**src/rtl/sfx_pkg.sv**
```systemverilog
// Shared types and helpers for the multi-voice sound-effect player.
package sfx_pkg;

   typedef enum logic [1:0] {
      IDLE,
      READ,
      ACC,
      PRESENT
   } sfx_state_t;

   localparam int SFX_CLK_DIV_DEFAULT = 6250;

   // Clamp a wide signed value into the range of a w-bit signed number.
   function automatic logic signed [63:0] sat_signed(input logic signed [63:0] x,
                                                     input int unsigned w);
      logic signed [63:0] hi;
      logic signed [63:0] lo;
      hi = (64'sd1 <<< (w - 1)) - 64'sd1;
      lo = -(64'sd1 <<< (w - 1));
      if (x > hi)
         return hi;
      else if (x < lo)
         return lo;
      else
         return x;
   endfunction

endpackage

```
**src/rtl/sfx_voice.sv**
```systemverilog
// One playback voice: clip position and busy flag with trigger > stop > advance priority.
// Looping on wrap is available when SFX_LOOP_EN is defined.
module sfx_voice #(
   parameter int ADDR_W = 15
) (
   input  logic              clk,
   input  logic              rst_n,
   input  logic              trigger,
   input  logic              stop,
   input  logic              advance,
   input  logic [ADDR_W-1:0] len,
`ifdef SFX_LOOP_EN
   input  logic              loop_en,
`endif
   output logic [ADDR_W-1:0] pos,
   output logic              busy
);

   logic keep_on_wrap;

`ifdef SFX_LOOP_EN
   assign keep_on_wrap = loop_en;
`else
   assign keep_on_wrap = 1'b0;
`endif

   always_ff @(posedge clk or negedge rst_n) begin
      if (!rst_n) begin
         pos  <= '0;
         busy <= 1'b0;
      end else if (trigger && (len != '0)) begin
         pos  <= '0;
         busy <= 1'b1;
      end else if (stop) begin
         busy <= 1'b0;
      end else if (advance && busy) begin
         if (pos == len - 1'b1) begin
            pos  <= '0;
            busy <= keep_on_wrap;
         end else begin
            pos <= pos + 1'b1;
         end
      end
   end

endmodule

```
**src/rtl/sfx_player.sv**
```systemverilog
// Multi-voice sound-effect player: tick divider, voice-serial ROM fetch, saturating mix,
// valid/ready sample output. Optional per-voice looping via the SFX_LOOP_EN macro.
module sfx_player
   import sfx_pkg::*;
#(
   parameter int NUM_VOICES = 2,
   parameter int SAMPLE_W   = 16,
   parameter int ADDR_W     = 15,
   parameter int OUT_W      = 32,
   parameter int CLK_DIV    = SFX_CLK_DIV_DEFAULT
) (
   input  logic                         CLOCK_50,
   input  logic                         KEY,
   input  logic [NUM_VOICES-1:0]        trigger,
   input  logic [NUM_VOICES-1:0]        stop,
   input  logic [NUM_VOICES*ADDR_W-1:0] voice_base,
   input  logic [NUM_VOICES*ADDR_W-1:0] voice_len,
`ifdef SFX_LOOP_EN
   input  logic [NUM_VOICES-1:0]        loop_en,
`endif
   output logic [ADDR_W-1:0]            rom_addr,
   input  logic [SAMPLE_W-1:0]          rom_q,
   output logic [OUT_W-1:0]             sample_out,
   output logic                         sample_valid,
   input  logic                         sample_ready,
   output logic [NUM_VOICES-1:0]        busy,
   output logic                         overrun
);

   localparam int VW = (NUM_VOICES > 1) ? $clog2(NUM_VOICES) : 1;
   localparam int AW = SAMPLE_W + $clog2(NUM_VOICES) + 1;
   localparam int CW = (CLK_DIV > 1) ? $clog2(CLK_DIV) : 1;

   logic [CW-1:0]          tick_cnt;
   logic                   tick;
   sfx_state_t             state;
   logic [VW-1:0]          v;
   logic signed [AW-1:0]   acc;
   logic signed [AW-1:0]   contrib;
   logic signed [AW-1:0]   acc_sum;
   logic signed [63:0]     sat_wide;
   logic [ADDR_W-1:0]      base_a [NUM_VOICES];
   logic [ADDR_W-1:0]      len_a  [NUM_VOICES];
   logic [ADDR_W-1:0]      pos_a  [NUM_VOICES];
   logic [NUM_VOICES-1:0]  adv;

   assign tick = (tick_cnt == CW'(CLK_DIV - 1));

   for (genvar i = 0; i < NUM_VOICES; i++) begin : g_voice
      assign base_a[i] = voice_base[i*ADDR_W +: ADDR_W];
      assign len_a[i]  = voice_len[i*ADDR_W +: ADDR_W];
      assign adv[i]    = (state == ACC) && (v == VW'(i));

      sfx_voice #(
         .ADDR_W(ADDR_W)
      ) u_voice (
         .clk     (CLOCK_50),
         .rst_n   (KEY),
         .trigger (trigger[i]),
         .stop    (stop[i]),
         .advance (adv[i]),
         .len     (len_a[i]),
`ifdef SFX_LOOP_EN
         .loop_en (loop_en[i]),
`endif
         .pos     (pos_a[i]),
         .busy    (busy[i])
      );
   end

   always_comb begin
      contrib = '0;
      if (busy[v])
         contrib = AW'($signed(rom_q));
      acc_sum  = acc + contrib;
      sat_wide = sat_signed(acc_sum, SAMPLE_W);
   end

   always_ff @(posedge CLOCK_50 or negedge KEY) begin
      if (!KEY) begin
         tick_cnt     <= '0;
         state        <= IDLE;
         v            <= '0;
         acc          <= '0;
         rom_addr     <= '0;
         sample_out   <= '0;
         sample_valid <= 1'b0;
         overrun      <= 1'b0;
      end else begin
         tick_cnt <= tick ? '0 : tick_cnt + 1'b1;
         if (tick && (state != IDLE))
            overrun <= 1'b1;

         case (state)
            IDLE: begin
               if (tick) begin
                  acc   <= '0;
                  v     <= '0;
                  state <= READ;
               end
            end
            READ: begin
               rom_addr <= base_a[v] + pos_a[v];
               state    <= ACC;
            end
            ACC: begin
               acc <= acc_sum;
               if (v != VW'(NUM_VOICES - 1)) begin
                  v     <= v + 1'b1;
                  state <= READ;
               end else begin
                  // Final voice is folded in here so the sample is registered on PRESENT entry.
                  sample_out   <= OUT_W'(sat_wide[SAMPLE_W-1:0]) << (OUT_W - SAMPLE_W);
                  sample_valid <= 1'b1;
                  state        <= PRESENT;
               end
            end
            PRESENT: begin
               if (sample_ready) begin
                  sample_valid <= 1'b0;
                  state        <= IDLE;
               end
            end
            default: state <= IDLE;
         endcase
      end
   end

endmodule

```
**config.mk**
```make
export PLATFORM = sky130hd
export DESIGN_NAME = sfx_player
export DESIGN_NICKNAME = d
export VERILOG_FILES = /design/src/rtl/sfx_pkg.sv /design/src/rtl/sfx_voice.sv /design/src/rtl/sfx_player.sv
export SDC_FILE = /design/constraint.sdc
export NUM_CORES = 1
export LEC_CHECK = 0
export ABC_AREA = 1
export CAP_MARGIN = 20
export CELL_PAD_IN_SITES_DETAIL_PLACEMENT = 1
export CELL_PAD_IN_SITES_GLOBAL_PLACEMENT = 2
export CORE_ASPECT_RATIO = 0.9
export CORE_UTILIZATION = 32
export CTS_CLUSTER_SIZE = 12
export DETAILED_ROUTE_END_ITERATION = 16
export HOLD_SLACK_MARGIN = 0.12
export PLACE_DENSITY = 0.93
export SYNTH_ARGS = -nofsm -noshare
export SYNTH_HDL_FRONTEND = slang
export SYNTH_SLANG_ARGS = --single-unit
```
**constraint.sdc**
```tcl
create_clock -name CLOCK_50 -period 8.4 [get_ports CLOCK_50]
set_input_delay 1.68 -clock CLOCK_50 [delete_from_list [all_inputs] [get_ports CLOCK_50]]
set_output_delay 1.68 -clock CLOCK_50 [all_outputs]
set_load 0.03 [all_outputs]
```
### Yosys cells after proc, flatten, opt, wreduce, memory -nomap -nowiden

Cells that the tools add are included.

| word-level totals | value |
|---|---|
| bits in registers | 99 |
| input bits | 83 |
| output and inout bits | 51 |

| operators by class | value |
|---|---|
| add/sub/neg operators | 8 |
| $lt $le $gt $ge | 4 |
| eq/ne operators | 11 |
| muxes and demuxes | 40 |
| bitwise gates (word level) | 2 |
| reductions and logical operators | 27 |

Operators with widths:

| cell | count |
|---|---|
| $mux W15 | 14 |
| $mux W18 | 2 |
| $pmux W18 S2 | 1 |
| $mux W16 | 2 |
| $add A15 B1 Y15 const B | 2 |
| $eq A15 B15 Y1 | 2 |
| $reduce_bool A15 Y1 | 2 |
| $sub A15 B1 Y15 const B | 2 |
| $add A18 B18 Y18 | 1 |
| $gt A18 B16 Y1 const B | 1 |
| $lt A18 B16 Y1 const B | 1 |
| $add A15 B15 Y15 | 1 |
| $mux W1 | 14 |
| $reduce_and A2 Y1 | 7 |
| $add A13 B1 Y13 const B | 1 |
| $eq A13 B13 Y1 const B | 1 |
| $mux W13 | 1 |
| $reduce_bool A3 Y1 | 4 |
| $reduce_bool A2 Y1 | 5 |
| $pmux W2 S4 | 1 |
| $logic_and A1 B1 Y1 | 7 |
| $mux W2 | 3 |
| $ne A2 B2 Y1 const B | 3 |
| $eq A2 B2 Y1 const B | 2 |
| other kinds (10) | 12 |

### Depth between registers and ports, before layout

| logic depth | value |
|---|---|
| depth after elaboration | 7 |
| gate-level depth with buffers | 24 |
| mapped depth without buffers | 22 |

### By module

Synthesis repeated with hierarchy kept, for this count alone.

| second synthesis, totals | value |
|---|---|
| cell total of the unflattened synthesis | 1,307 |
| area total of the unflattened synthesis | 8,608.3 µm² |

By module, submodules not included:

| module | instances | cells each | area an instance (µm²) | seq. area each (µm²) |
|---|---|---|---|---|
| sfx_player | 1 | 737 | 5,044.8 | 1,676.6 |
| sfx_voice | 2 | 285 | 1,781.7 | 400.4 |

### Worst setup path before layout

Ideal clock, no wire load.

| timing path | value |
|---|---|
| path type | input -> register |
| from | input rom_q[0] |
| to | register sample_out[21] |
| arrival time | 3.492 ns |
| required time | 8.279 ns |
| setup slack | 4.787 ns |
| cell stages on the path | 18 |
| buffers on the path | 1 |
| cells stage by stage | inv_1 > nor2_1 > ha_1 > inv_1 > fa_1 > inv_1 > nand3_1 > nand2_1 > nand2_1 > nand2_1 > nand2_1 > nand2_1 > nand2_1 > nand2_1 > nand2_1 > a21oi_4 > buf_6 > a21oi_1 |

| on the way | value |
|---|---|
| word-level cells in the longest chain between the ends | 5 |

RTL lines:

| element | RTL line | text |
|---|---|---|
| start, declared | sfx_player.sv:22 | `input logic [SAMPLE_W-1:0] rom_q,` |
| $mux W18 * | sfx_player.sv:73 | `if (busy[v])` |
| $add A18 B18 Y18 * | sfx_player.sv:75 | `acc_sum = acc + contrib;` |
| $lt A18 B16 Y1 | sfx_pkg.sv:22 | `else if (x < lo)` |
| $mux W16 | sfx_pkg.sv:22 |  |
| $mux W16 * | sfx_pkg.sv:20 | `if (x > hi)` |
| end signal, assigned | sfx_player.sv:113 | `sample_out <= OUT_W'(sat_wide[SAMPLE_W-1:0]) << (OUT_W - SAMPLE_W);` |
| end, declared | sfx_player.sv:23 | `output logic [OUT_W-1:0] sample_out,` |

Every way passes the cells marked *; elsewhere a longest branch is shown, timed or not.
A chain may end at the register's enable or synchronous reset.

### Worst setup path after layout

| timing path | value |
|---|---|
| from | input rom_q[0] |
| to | register sample_out[16] |

The elaborated chain is that of the path after synthesis.

==> summary.md <==
| Metric | Value |
|---|---|
| Vias in the first global route | `about 8000` |
| Final Net Count | `about 1400` |
| Post-layout util | `between 30% and 40%` |
| Leak | `between 4 and 5 nW` |
| CP max stage delay | `around 460 ps` |
| Row cnt | `54` |
| N_diodes | `0` |
| Clock buffer count from CTS | `9` |
| Synth cell types | `45` |
| First-pass DRT Iterations | `4` |
| Worst Skew | `a little under 7 ps` |
| Ys async rst share | `between 90% and 100%` |
| Psw | `roughly 0.0013 W` |
| WL/cell | `approximately 15 µm` |
| Routed WL | `around 24 mm` |
| Starting Density | `about a third` |
| Comb pwr share | `~58%` |
| Largest net degree at the start of global routing | `72` |
| Global-route wire length before repair | `40.52 mm` |
| Layout cell share with drive strength beyond 1 | `under 10%` |
| Mapped Cells | `around 1200` |
| WP buf/inv | `4` |
| Post-layout minimum cycle time | `around 4200 ps` |
| Sequential power share | `a little over a quarter` |
| Longest Clk Path Bufs | `2` |
| Root buffer cell | `clkbuf_16` |
| Die width | `169.5 µm` |
| Unrepaired setup endpoints after global routing | `no` |
| Mux contribution to synthesized area | `0%` |
| Post-route ant nets | `0` |
| Worst EP arrival | `approximately 4500 ps` |
| Post-route insts no fill | `between 1500 and 2000` |
| Commonest non-fill, non-tap cell in the layout | `nand2_1` |
| Adder-Cell Fraction of Synth Area | `just over 6%` |
| Drc violations | `0` |
| Sw frac | `around half` |
| Hold_buf cts | `0` |
| Initial antenna violation count | `0` |
| Max cap viols | `0` |
| CTS tree | `built` |
| Crit share post-route | `between 50% and 60%` |
| PortBufs | `roughly 120` |
| Worst-Margin Slew | `~960 ps` |
| DP Cell Count | `1611` |
| Startpoint types | `input port` |
| CTS sink count | `99` |
| Clk_lat worst skew | `between 300 and 400 ps` |
| Slew margin rel. | `36.17%` |
| Final Hold Vio Count | `0` |
| Post-CTS Repair Setup Buffers | `0` |
| Setup TNS | `0 ps` |
| Worst hold path type | `reg -> reg` |
| Syn_area_per_cell | `between 6 and 7 µm²` |
| Post-Synth XOR/XNOR Area | `between 7 and 8%` |
| Worst path most repeated cell | `nand2_1` |
| H-tree Lvls | `3` |
| Top Ports | `between 100 and 150` |
| Flops & latches, synth | `between 90 and 100` |
| Cell Pwr Density | `268.4 mW/mm²` |
| Critical path type | `in -> reg` |
| GR Overflow Total | `0` |
| Post-cts sizing count | `0` |
| Vias per cell | `about 4.7` |
| Worst-path cell chain | `clkdlybuf4s50_1, inv_1, nor2_1, ha_1, inv_1, fa_1, inv_1, nand3_1, nand2_1, nand2_1, nand2_1, nand2_1, nand2_1, nand2_1, nand2_1, nand2_1, a21oi_4, a21oi_1` |
| Crit path required time | `8610 ps` |
| Post-synth EDFFs | `0` |
| Synth Flop Type | `dfrtp_1` |
| Die Footprint | `about 0.026 mm²` |
| Most frequent cells in the layout | `350 x nand2_1, 163 x inv_1, 116 x clkdlybuf4s50_1` |
| Status | `finished clean` |
| Final GP Congestion | `between 0.8 and 0.9` |
| Setup violators final | `0` |
| Pint | `0.001358 W` |
| Delay-heaviest family, CP | `simple AND/OR/NAND/NOR gates` |
| Synthesis Warnings | `0` |
| Register area share after synthesis | `roughly 31%` |
| Maximum fanout along the worst path | `14` |
| VDD IR max | `around 130 µV` |
| Core Area | `~0.025 mm²` |
| Cell area after synthesis | `roughly 0.0081 mm²` |
| Fmax | `235.7 MHz` |
| Clock share of power | `approximately 16%` |
| Synth-to-layout area growth | `20.66%` |
| Largest family of logic cells by synthesized area | `simple AND/OR/NAND/NOR gates` |
| Area share of and/or/nand/nor cells after synthesis | `roughly a third` |
| Slowest-stage cell, CP | `clkdlybuf4s50_1` |
| Slew Viols, Final | `0` |
| Post-DP HPWL | `roughly 19 mm` |
| Clk pin slew, worst setup/hold paths | `about 70 ps` |
| Critical path capture point type | `flop` |
| Synth Area in Compound Gates | `between 10% and 20%` |
| Via count | `~7700` |
| Die Ht | `152.8 µm` |
| DRT iter0 DRCs | `slightly above 500` |
| GR Util All Layers | `between 15 and 20%` |
[layout make-up]
| cell class | count | area, µm² |
|---|---|---|
| inverter | 166 | 623.1 |
| timing repair buffer | 119 | 1184 |
| sequential | 99 | 2477 |
| clock buffer | 11 | 252.7 |
| fill | 3155 | 14780 |
| tap | 336 | 420.4 |
| multi-input combinational | 891 | 4755 |
| clock inverter | 5 | 37.54 |
[routing by layer]
layer	share of wire, %	wire, µm	vias to the layer above	GRT usage, %
li1	-	-	3921	-
met1	50	12300	3697	27.05
met2	47	11380	88	32.51
met3	2.1	506	16	2.182
met4	0.95	232	0	3.818
met5	0	0	-	0
[worst paths after layout]
check / startpoint / to / slack, ps / cells after the start
setup / recovery: rom_q[0] / sample_out[16]$_DFFE_PN0P_ / 4160 / 18
hold / removal: overrun$_DFFE_PN0P_ / overrun$_DFFE_PN0P_ / 480 / 1
setup reg to reg: v$_DFFE_PN0P_ / sample_out[16]$_DFFE_PN0P_ / 4400 / 21
hold reg to reg: overrun$_DFFE_PN0P_ / overrun$_DFFE_PN0P_ / 480 / 1
max in group asynchronous: KEY / rom_addr[14]$_DFFE_PN0N_ / 5830 / 2
min in group asynchronous: KEY / rom_addr[12]$_DFFE_PN0N_ / 1250 / 1
[state kept, by name (all words and copies together), names as in the netlist]
register / flops
sample_valid: 1
rom_addr: 15
overrun: 1
v: 1
g_voice.u_voice.busy: 2
sample_out: 16
g_voice.u_voice.pos: 30
acc: 18
state: 2
tick_cnt: 13
[logic make-up after synthesis]
family | Yosys count
AO/OA/AOI/OAI | 149
XOR/XNOR | 71
adder cells (fa/ha/maj) | 39
buffers and inverters | 210
flip-flops | 99
other | 1
AND/OR/NAND/NOR | 616
[power by group through the flow]
stage                     clock [W]  combinational [W]  sequential, W
after detailed placement          0            0.00151       0.000698
after CTS                  0.000426            0.00153       0.000692
after global placement            0            0.00147       0.000695
after floorplan                   0           0.000906       0.000818
final                      0.000414            0.00151       0.000691
after global routing       0.000440            0.00168       0.000706
[synthesized netlist by cell type (4+ instances only)]
library cell    n  area, µm²
nand2_1       350       1314
inv_1         163      611.8
dfrtp_1        99       2477
nor2_1         94      352.8
nand3_1        75      375.4
a21oi_1        66      330.3
xor2_1         49      429.2
o21ai_0        46      230.2
ha_1           37      462.9
xnor2_1        22      192.7
nand4_1        21      131.4
or2_2          20      125.1
buf_4          19      142.6
clkbuf_1       14      52.55
a22o_1         12      105.1
nor2_2         10      62.56
nor3_1         10      50.05
nand2_2         9      56.30
o21bai_1        8      60.06
nand3b_1        7      52.55
buf_2           5      25.02
buf_6           5      56.30
nand3_2         5      50.05
a31oi_1         4      25.02
and2_1          4      25.02
o31ai_1         4      30.03
[worst register-to-register path: cells and delay by family, from the launching register on]
family / cells / cell delay, ps
simple gates: 12 / 1240
buf+inv: 5 / 1050
fa+ha+maj: 2 / 620
compound gates: 2 / 590
flops: 1 / 360
[stage by stage]
stage               setup slack (ps)  cell area (µm²)  hold WS [ps]  total power [W]
CTS                             4157             9749         485.0         0.002645
detailed placement              3807             9459         465.2         0.002211
global route                    3869             9749         495.9         0.002829
finish                          4157             9749         479.6         0.002617
global placement                3876             9459         458.2         0.002164
floorplan                       4787             8137         455.5         0.001725
(Power assumes the default switching activity.)
